## src/rtl/multi_user_lock_ctrl.sv

```systemverilog
// multi_user_lock_ctrl: per-user password lock with timed grant, lockout alarm and password change
module multi_user_lock_ctrl #(
  parameter int PASS_W = 12,
  parameter int NUM_USERS = 4,
  parameter int USER_W = $clog2(NUM_USERS),
  parameter int MAX_TRIES = 3,
  parameter int ACCESS_CYC = 8,
  parameter int LOCKOUT_CYC = 16,
  parameter logic [NUM_USERS*PASS_W-1:0] INIT_PASS = {12'h111, 12'hE93, 12'hF2A, 12'hAB3}
) (
  input  logic clk,
  input  logic reset,
  input  logic Enter,
  input  logic [USER_W-1:0] User,
  input  logic [PASS_W-1:0] InputPass,
  input  logic ChangeReq,
  output logic Access,
  output logic Alarm,
  output logic PassChanged,
  output logic [$clog2(MAX_TRIES+1)-1:0] Count,
  output logic [USER_W-1:0] ActiveUser
);
  localparam int CW = $clog2(MAX_TRIES + 1);
  localparam int TMAX = ACCESS_CYC > LOCKOUT_CYC ? ACCESS_CYC : LOCKOUT_CYC;
  localparam int TW = TMAX > 1 ? $clog2(TMAX) : 1;
  localparam logic [CW-1:0] MAXC = CW'(MAX_TRIES);
  typedef enum logic [1:0] {IDLE, GRANT, LOCKED} state_t;
  state_t state;
  logic [TW-1:0] timer;
  logic [PASS_W-1:0] pass [NUM_USERS];
  logic [CW-1:0] cnt [NUM_USERS];
  logic valid, match;
  assign valid = {1'b0, User} < (USER_W+1)'(NUM_USERS);
  assign match = valid && pass[User] == InputPass;
  assign Count = valid ? cnt[User] : '0;
  always_ff @(posedge clk) begin
    if (reset) begin
      state <= IDLE;
      Access <= 1'b0;
      Alarm <= 1'b0;
      PassChanged <= 1'b0;
      ActiveUser <= '0;
      timer <= '0;
      for (int i = 0; i < NUM_USERS; i++) begin
        cnt[i] <= '0;
        pass[i] <= INIT_PASS[i*PASS_W +: PASS_W];
      end
    end else begin
      PassChanged <= 1'b0;
      case (state)
        IDLE: if (Enter && valid) begin
          if (match) begin
            state <= GRANT;
            Access <= 1'b1;
            timer <= TW'(ACCESS_CYC - 1);
            cnt[User] <= '0;
            ActiveUser <= User;
          end else if (cnt[User] == MAXC - CW'(1)) begin
            state <= LOCKED;
            Alarm <= 1'b1;
            timer <= TW'(LOCKOUT_CYC - 1);
            cnt[User] <= MAXC;
            ActiveUser <= User;
          end else
            cnt[User] <= cnt[User] + CW'(1);
        end
        // a change strobe wins even on the final grant cycle
        GRANT: if (Enter && ChangeReq) begin
          pass[ActiveUser] <= InputPass;
          PassChanged <= 1'b1;
          state <= IDLE;
          Access <= 1'b0;
          timer <= '0;
        end else if (timer == '0) begin
          state <= IDLE;
          Access <= 1'b0;
        end else
          timer <= timer - TW'(1);
        LOCKED: if (timer == '0) begin
          state <= IDLE;
          Alarm <= 1'b0;
          cnt[ActiveUser] <= '0;
        end else
          timer <= timer - TW'(1);
        default: state <= IDLE;
      endcase
    end
  end
endmodule
```

## config.mk

```make
export PLATFORM = sky130hd
export DESIGN_NAME = multi_user_lock_ctrl
export DESIGN_NICKNAME = d
export VERILOG_FILES = /design/src/rtl/multi_user_lock_ctrl.sv
export SDC_FILE = /design/constraint.sdc
export NUM_CORES = 1
export LEC_CHECK = 0
export CORE_MARGIN = 5
export CORE_UTILIZATION = 25
export CTS_BUF_LIST = sky130_fd_sc_hd__clkbuf_2
export DETAILED_ROUTE_END_ITERATION = 10
export PLACE_DENSITY_LB_ADDON = 0.1
export SYNTH_ARGS = -nofsm -noshare
export SYNTH_HDL_FRONTEND = slang
export SYNTH_SLANG_ARGS = --single-unit
```

## constraint.sdc

```tcl
create_clock -name clk -period 7.52 [get_ports clk]
set_clock_uncertainty 0.15 [all_clocks]
set_input_delay 1.504 -clock clk [delete_from_list [all_inputs] [get_ports clk]]
set_output_delay 1.504 -clock clk [all_outputs]
set_load 0.01 [all_outputs]
```

# Word-level counts from Yosys, hierarchy flattened
# Memory sizes are Yosys's and may differ from the RTL's.
# Index checks and enable logic that the tools add are counted.
dict set report totals {
  ff_bits 11
  ram_bits 56
  inputBits 18
  out_inout_bits 7
  elab_cells 99
  memories 2
}
dict set report op_classes {
  add_sub_neg 2
  n_eq_ne 11
  muxes 61
  bitwise_logic 2
  reduce_logical 15
}
# memory depth width read_ports rd_ports_with_merged_regs wr line
set mem_list {}
lappend mem_list {pass 4 12 1 0 4 30} ;# logic [PASS_W-1:0] pass [NUM_USERS];
lappend mem_list {cnt 4 2 1 0 4 31} ;# logic [CW-1:0] cnt [NUM_USERS];
# op n
set ops {}
lappend ops {{two-way mux 1 bit} 37}
lappend ops {{two-way mux 2 bit} 14}
lappend ops {{two-way mux 4 bit} 5}
lappend ops {{equality test 12 bit} 1}
lappend ops {{two-way mux 12 bit} 1}
lappend ops {{one-hot mux 4 bit (3 select lines)} 1}
lappend ops {{OR reduction 12 bit} 1}
lappend ops {{inequality test 2 bit, second input constant} 5}
lappend ops {{inequality test 3 bit, second input constant} 2}
lappend ops {{one-hot mux 2 bit (3 select lines)} 1}
lappend ops {{AND reduction 3 bit} 2}
lappend ops {{nonzero test 2 bit} 3}
lappend ops {{AND reduction 5 bit} 1}
lappend ops {{equality test 2 bit, second input constant} 2}
lappend ops {{zero test 4 bit} 1}
lappend ops {{one-hot mux 1 bit (2 select lines)} 2}
lappend ops {{AND reduction 4 bit} 1}
lappend ops {{OR reduction 2 bit} 2}
lappend ops {{subtractor 4 x 1 -> 4 bit, second input constant} 1}
lappend ops {{nonzero test 3 bit} 1}
lappend ops {{adder 2 x 1 -> 2 bit, second input constant} 1}
lappend ops {{equality test 2 x 1 -> 1 bit, second input constant} 1}
lappend ops {{zero test 2 bit} 1}
lappend ops {{OR 1 bit} 2}
lappend ops {{2 further kinds} 2}

# Longest topological paths before layout
# Gate-level depths: netlist of the first run.
# An unclocked memory read counts as a cell.
dict set report logic_depth {
  word_depth 13
  depth_mapped 9
  depth_no_buf 8
}

# Worst setup path before layout of the first run
# No wires, ideal clock.
dict set report synth_path {
  path_type {input-to-output}
  from {input port User[0]}
  to {output port Count[1]}
  arrival_ns 2.365
  required_ns 5.866
  setup_slack_ns 3.501
  path_stages 3
  n_path_buf 2
  cell_sequence {buf_6 -> buf_12 -> mux4_1}
}
dict set report synth_via {
  elab_chain_cells 1
}
# element line
set synth_rtl {}
lappend synth_rtl {{start, declared} 14} ;# input logic [USER_W-1:0] User,
lappend synth_rtl {{memory (4 x 2 bit)} n/a}
lappend synth_rtl {{end, declared} 20} ;# output logic [$clog2(MAX_TRIES+1)-1:0] Count,
# Every way passes these cells.

# Worst setup path in the final report of the first run
# Ends and elaborated chain as after synthesis.

==> results of run 1 <==
-- worst max-delay path: cells and delay by family --
kind	cells	cell delay (ns)
buffers and inverters	2	1.41
multiplexers	1	0.70
-- final cells by class --
type | instances | area [um^2]
diodes | 1 | 2.50
clock buffers | 11 | 55.1
clock inverters | 5 | 53.8
fillers | 1366 | 9310
inverters | 15 | 56.3
multi-input cells | 175 | 1400
flip-flops and latches | 67 | 1900
well taps | 176 | 220
repair buffers | 31 | 293
-- how the worst min path moves through the flow --
stage,start,cells after the start,slack [ns],to
floorplan,state[0]$_SDFFE_PP0P_,1,0.33,state[0]$_SDFFE_PP0P_
detailed placement,state[0]$_SDFFE_PP0P_,1,0.37,state[0]$_SDFFE_PP0P_
global route,state[0]$_SDFFE_PP0P_,1,0.44,state[0]$_SDFFE_PP0P_
global placement,state[0]$_SDFFE_PP0P_,1,0.37,state[0]$_SDFFE_PP0P_
CTS,Access$_SDFFE_PP0P_,2,0.40,Access$_SDFFE_PP0P_
finish,Access$_SDFFE_PP0P_,2,0.40,Access$_SDFFE_PP0P_
-- power by group through the flow --
stage          registers, mW  clock network [mW]  logic (mW)
2_1_floorplan          0.442                   0       0.110
3_5_place_dp           0.446                   0       0.168
4_1_cts                0.437               0.222       0.169
3_3_place_gp           0.446                   0       0.169
6_report               0.437               0.212       0.165
5_1_grt                0.440               0.239       0.185
-- kinds of logic after synthesis --
| kind of cell | Yosys count | share of synthesized area [%] |
|---|---|---|
| simple gates | 117 | 19.2 |
| flops | 67 | 55.7 |
| buf+inv | 26 | 3.59 |
| compound gates | 23 | 5.13 |
| mux | 16 | 10.8 |
| xor+xnor | 13 | 3.34 |
| fa+ha+maj | 6 | 2.20 |
-- metrics by stage --
step / hold slack (ns) / utilization (%) / cell area [um^2] / setup WS [ns] / power (mW)
global route: 0.436 / 30.0 / 3980 / 2.18 / 0.864
finish: 0.397 / 30.0 / 3980 / 2.26 / 0.814
CTS: 0.400 / 29.9 / 3980 / 2.20 / 0.828
floorplan: 0.335 / - / 3410 / 3.50 / 0.552
global placement: 0.366 / 29.1 / 3870 / 2.22 / 0.614
detailed placement: 0.372 / 29.1 / 3870 / 2.20 / 0.614
-- cell usage in the layout, fill, tap and decap left out, types with 2 or more instances in the layout --
cell type	count
a21oi_1	5
a311o_2	2
a31oi_1	3
a32o_1	4
and2_1	25
and3_1	2
buf_4	7
clkbuf_2	11
clkdlybuf4s50_1	24
clkinvlp_4	2
dfxtp_1	11
edfxtp_1	56
ha_1	6
inv_1	15
mux2i_1	2
mux4_1	9
mux4_2	5
nand2_1	17
nand2b_1	23
nand3_1	9
nor2_1	17
nor3_1	5
nor4_1	2
nor4_2	4
o211ai_1	2
o31ai_1	2
or2_2	3
or3_1	4
xor2_1	13
-- routing by layer --
metal  part of all wire (%)  GRT usage (%)  vias to the layer above
met4                    1.4           4.35                        0
met5                      0              0                        -
met2                     45           15.9                       36
met1                     50           15.0                     1054
li1                       -              -                     1057
met3                    3.4           2.35                       11
-- flip-flops by register name, indices dropped and copies added (netlist names) --
register     cells
timer            4
cnt              8
pass            48
Alarm            1
ActiveUser       2
state            2
Access           1
PassChanged      1
==> out/qor.csv, run 1 <==
metric;value;unit
setup slack, reg-to-reg;4.19;ns
area leader, netlist;edfxtp_1;
Comb power frac;20.3;%
Synth Warn #;0;
row count;42;
Crit-path slowest cell;clkdlybuf4s50_1;
Root Buffer;clkbuf_2;
Post-synth EDFFs;56;
main area contributors after synthesis;edfxtp_1 49%, mux4_1 6.9%, dfxtp_1 6.5%;
Initial Util;25.7;%
clock network power share;26.1;%
Worst-Margin Slew;0.858;ns
HPWL after DPL;5370;um
sequential area share after synthesis;55.7;%
Final Max Tran Viols;0;
mapped cell area;3410;um^2
PD cells;204;nW/um^2
Cells after Synth;268;
Critical R2R Capture;pass[2][10]$_SDFFCE_PN1P_;
largest net degree at the start of global routing;25;
Setup crit end kind;primary output;
drt total wl;8000;um
CTS tree;built;
Worst Setup EP;Count[1];
status;finished clean;
Distinct cells, synth;40;
layout cells sized above 1;12.8;%
minimum clock period after layout;5.26;ns
GRT Total Usage;10.6;%
initial antenna violation count;1;
Skew-Pair Late Insertion Delay;0.52;ns
most frequent cells after synthesis;56 x edfxtp_1, 25 x and2_1, 23 x nand2b_1, 17 x nand2_1, 17 x nor2_1;
Synth top area share;49.3;%
Tcrit/Tclk final;70.0;%
Final TNS setup;0;ns
RSZ-0062 raised after global routing;no;
clock sink count;67;
crit path DAT;3.61;ns
Post-DRT Antenna Nets;0;
CP peak stage delay;0.90;ns
CP startpoint;User[0];
maxcap violations;0;
Worst path most repeated cell;clkdlybuf4s50_1;
WL/cell;16.6;um
TritonRoute pass-1 iters;4;
switching share of power;29.3;%
Critical Path RT;5.87;ns
# DRC;0;
die area;16100;um^2
worst r2r src;state[1]$_SDFFE_PP0P_;
non-filler cells, final;481;
CTS H-tree lvls;3;
crit path max fanout;9;
vias per std cell;4.49;
Clk pin slew, worst setup/hold paths;0.18;ns
Vias;2158;
Die H;127;um
syn_nets;292;
Seq pwr share;53.7;%
hold buffers post-CTS;0;
FMAX;190;MHz
Die X;127;um
placed instance count;464;
CTS resizes;0;
CTS buffer count;9;
first-pass GRT wire length;12900;um
RD Place Congestion;0.702;
prevailing post-synth register cell;edfxtp_1;
syn_area_per_cell;12.7;um^2
path type of the worst setup path;input pin to primary output;
vias in the first global route;2216;
R2R depth;6;
worst-case clock buffer depth;2;
DR iter-0 viols;65;
postcts setup bufs;0;
leak pwr;1.31;nW
#FFs+latches synth;67;
Hold Crit Class;register to register;
sequence of cells on the critical path;clkdlybuf4s50_1 -> mux4_1 -> clkdlybuf4s50_1;
Final Hold Viols;0;
most common cell in the netlist;edfxtp_1;
total grt overflow;0;
port bufs;24;
Synth-to-Final Area Change;16.7;%
Pint;0.575;mW
Final setup violation count;0;
net switching power;0.239;mW
FFs w/ async S/R, synth;0;%
Slew headroom;42.6;%
Worst Setup Start Kind;input pin;
I/O pin cnt;25;
NumNets Final;323;
peak supply drop;0.0652;mV
placeable core region;13300;um^2
(Power assumes the default switching activity.)
==> run 2, diff against run 1 <==
==> constraint.sdc (replaced) <==
create_clock -name clk -period 5.5 [get_ports clk]
set_clock_uncertainty 0.15 [all_clocks]
set_input_delay 1.1 -clock clk [delete_from_list [all_inputs] [get_ports clk]]
set_output_delay 1.1 -clock clk [all_outputs]
set_load 0.01 [all_outputs]
==> run 2 against run 1 <==
Hold slack worse by 0.0020 ns. Critical path depth unchanged. Power is 38% higher. Non-clock buffer count increased by 1. Sequential share of layout area down 0.15 points. Die area unchanged. Global-route usage down 0.089 points. Utilization is 0.094 points higher. Cell count grew 0.21%. Count of clock-buffer cells in the layout decreased by 2. Combinational power is 38% higher. Register-to-register slack worse by 1.5 ns. Critical path type unchanged. Critical endpoint unchanged.
==> out/qor.csv, run 2 (synthesis results as in run 1) <==
metric;value;unit;change
CTS resizes;0;;unchanged
largest net degree at the start of global routing;25;;unchanged
largest registers;pass x48, cnt x8, timer x4;;unchanged
fill count;1371;;was 1366
Biggest register;pass;;unchanged
Final TNS setup;0;ns;unchanged
CTS tree;built;;unchanged
die area;16100;um^2;unchanged
Seq pwr share;53.3;%;was 53.7%
leak pwr;1.32;nW;was 1.31 nW
DR iter-0 viols;116;;was 65
maxcap violations;0;;unchanged
postcts setup bufs;0;;unchanged
path type of the worst setup path;input pin to primary output;;unchanged
Final setup violation count;0;;unchanged
CP startpoint;User[0];;unchanged
FMAX;216;MHz;
CTS buffer count;9;;unchanged
Synth-to-Final Area Change;17.1;%;was 16.7%
worst r2r src;pass[1][1]$_SDFFCE_PN1P_;;was state[1]$_SDFFE_PP0P_
status;finished clean;;unchanged
Critical Path RT;4.25;ns;was 5.87 ns
CTS H-tree lvls;3;;unchanged
Post-DRT Antenna Nets;0;;unchanged
Root Buffer;clkbuf_2;;unchanged
switching share of power;30.1;%;was 29.3%
crit path DAT;3.38;ns;was 3.61 ns
Die H;127;um;unchanged
post-layout instance area;4000;um^2;was 3980 um^2
net switching power;0.338;mW;was 0.239 mW
clock network power share;26.4;%;was 26.1%
beginning of the worst hold path;Alarm$_SDFFE_PP0P_;;was Access$_SDFFE_PP0P_
Worst-Margin Slew;0.874;ns;was 0.858 ns
RSZ-0062 raised after global routing;no;;unchanged
peak supply drop;0.0738;mV;was 0.0652 mV
I/O pin cnt;25;;unchanged
WL/cell;16.4;um;was 16.6 um
Clk pin slew, worst setup/hold paths;0.20;ns;was 0.18 ns
max reg flops;48;;unchanged
initial antenna violation count;1;;unchanged
Initial Util;25.7;%;unchanged
row count;42;;unchanged
total grt overflow;0;;unchanged
minimum clock period after layout;4.63;ns;
Skew-Pair Late Insertion Delay;0.51;ns;was 0.52 ns
drt total wl;7900;um;was 8000 um
port bufs;24;;unchanged
Final Max Tran Viols;0;;unchanged
vias per std cell;4.53;;was 4.49
Vias;2185;;was 2158
crit path max fanout;12;;was 9
area post-placement;3880;um^2;was 3870 um^2
Worst Setup Start Kind;input pin;;unchanged
Final Hold Viols;0;;unchanged
Comb power frac;20.3;%;about the same
RD Place Congestion;0.732;;was 0.702
Hold Crit Class;register to register;;unchanged
commonest non-fill, non-tap cell in the layout;edfxtp_1;;unchanged
layout cells sized above 1;12.8;%;about the same
# DRC;0;;unchanged
TritonRoute pass-1 iters;4;;unchanged
GRT Total Usage;10.6;%;about the same
PD cells;281;nW/um^2;was 204 nW/um^2
HPWL after DPL;5340;um;was 5370 um
worst-case clock buffer depth;2;;unchanged
Setup crit end kind;primary output;;unchanged
hold buffers post-CTS;0;;unchanged
Tcrit/Tclk final;84.1;%;
placeable core region;13300;um^2;unchanged
Slew headroom;41.6;%;was 42.6%
NumNets Final;324;;was 323
Die X;127;um;unchanged
clock sink count;67;;unchanged
most frequent cells in the layout;56 x edfxtp_1, 25 x and2_1, 24 x clkdlybuf4s50_1;;unchanged
Pint;0.784;mW;was 0.575 mW
first-pass GRT wire length;12800;um;was 12900 um
vias in the first global route;2302;;was 2216
run 2: cell type report:
type / instances / area [um^2] / area share (%)
Tap cell: 176 / 220 / 5.51
Inverter: 15 / 56.3 / 1.41
Sequential cell: 67 / 1900 / 47.6
Clock inverter: 7 / 68.8 / 1.72
Antenna cell: 1 / 2.50 / 0.0626
Multi-Input combinational cell: 175 / 1400 / 35.0
Clock buffer: 9 / 45.0 / 1.13
Timing Repair Buffer: 32 / 300 / 7.52
run 2: worst paths after layout:
kind / to / slack (ns) / cells past startpoint
worst max register to register: cnt[2][0]$_SDFFCE_PN0P_ / 2.73 / 6
worst max-delay path: Count[1] / 0.87 / 3
worst min register to register: Alarm$_SDFFE_PP0P_ / 0.40 / 2
worst min-delay path: Alarm$_SDFFE_PP0P_ / 0.40 / 2
run 2: per-layer routing:
metal / track usage [%] / vias up / wire (um)
li1: - / 1059 / -
met1: 13.7 / 1089 / 3890
met2: 16.8 / 31 / 3740
met3: 2.56 / 6 / 175
met4: 4.35 / 0 / 102
met5: 0 / - / 0
run 2: power groups by stage:
stage	clock network [mW]	logic, mW	registers (mW)
4_1_cts	0.309	0.231	0.598
3_3_place_gp	0	0.232	0.610
2_1_floorplan	0	0.150	0.605
6_report	0.296	0.228	0.598
3_5_place_dp	0	0.230	0.609
5_1_grt	0.328	0.255	0.601
run 2: worst max-delay path, stage by stage:
cell and delay [ns]:
clkdlybuf4s50_1 1.04, mux4_1 0.72, clkdlybuf4s50_1 0.51
run 2: stage by stage:
| step | total power [mW] | hold slack [ns] | std cells | setup slack, ns | util [%] |
|---|---|---|---|---|---|
| 2_1_floorplan | 0.755 | 0.335 | 268 | 2.15 | - |
| 3_3_place_gp | 0.842 | 0.355 | 465 | 0.815 | 29.2 |
| 3_5_place_dp | 0.840 | 0.365 | 465 | 0.756 | 29.2 |
| 4_1_cts | 1.14 | 0.402 | 481 | 0.836 | 30.0 |
| 5_1_grt | 1.18 | 0.438 | 482 | 0.780 | 30.0 |
| 6_report | 1.12 | 0.395 | 482 | 0.873 | 30.0 |
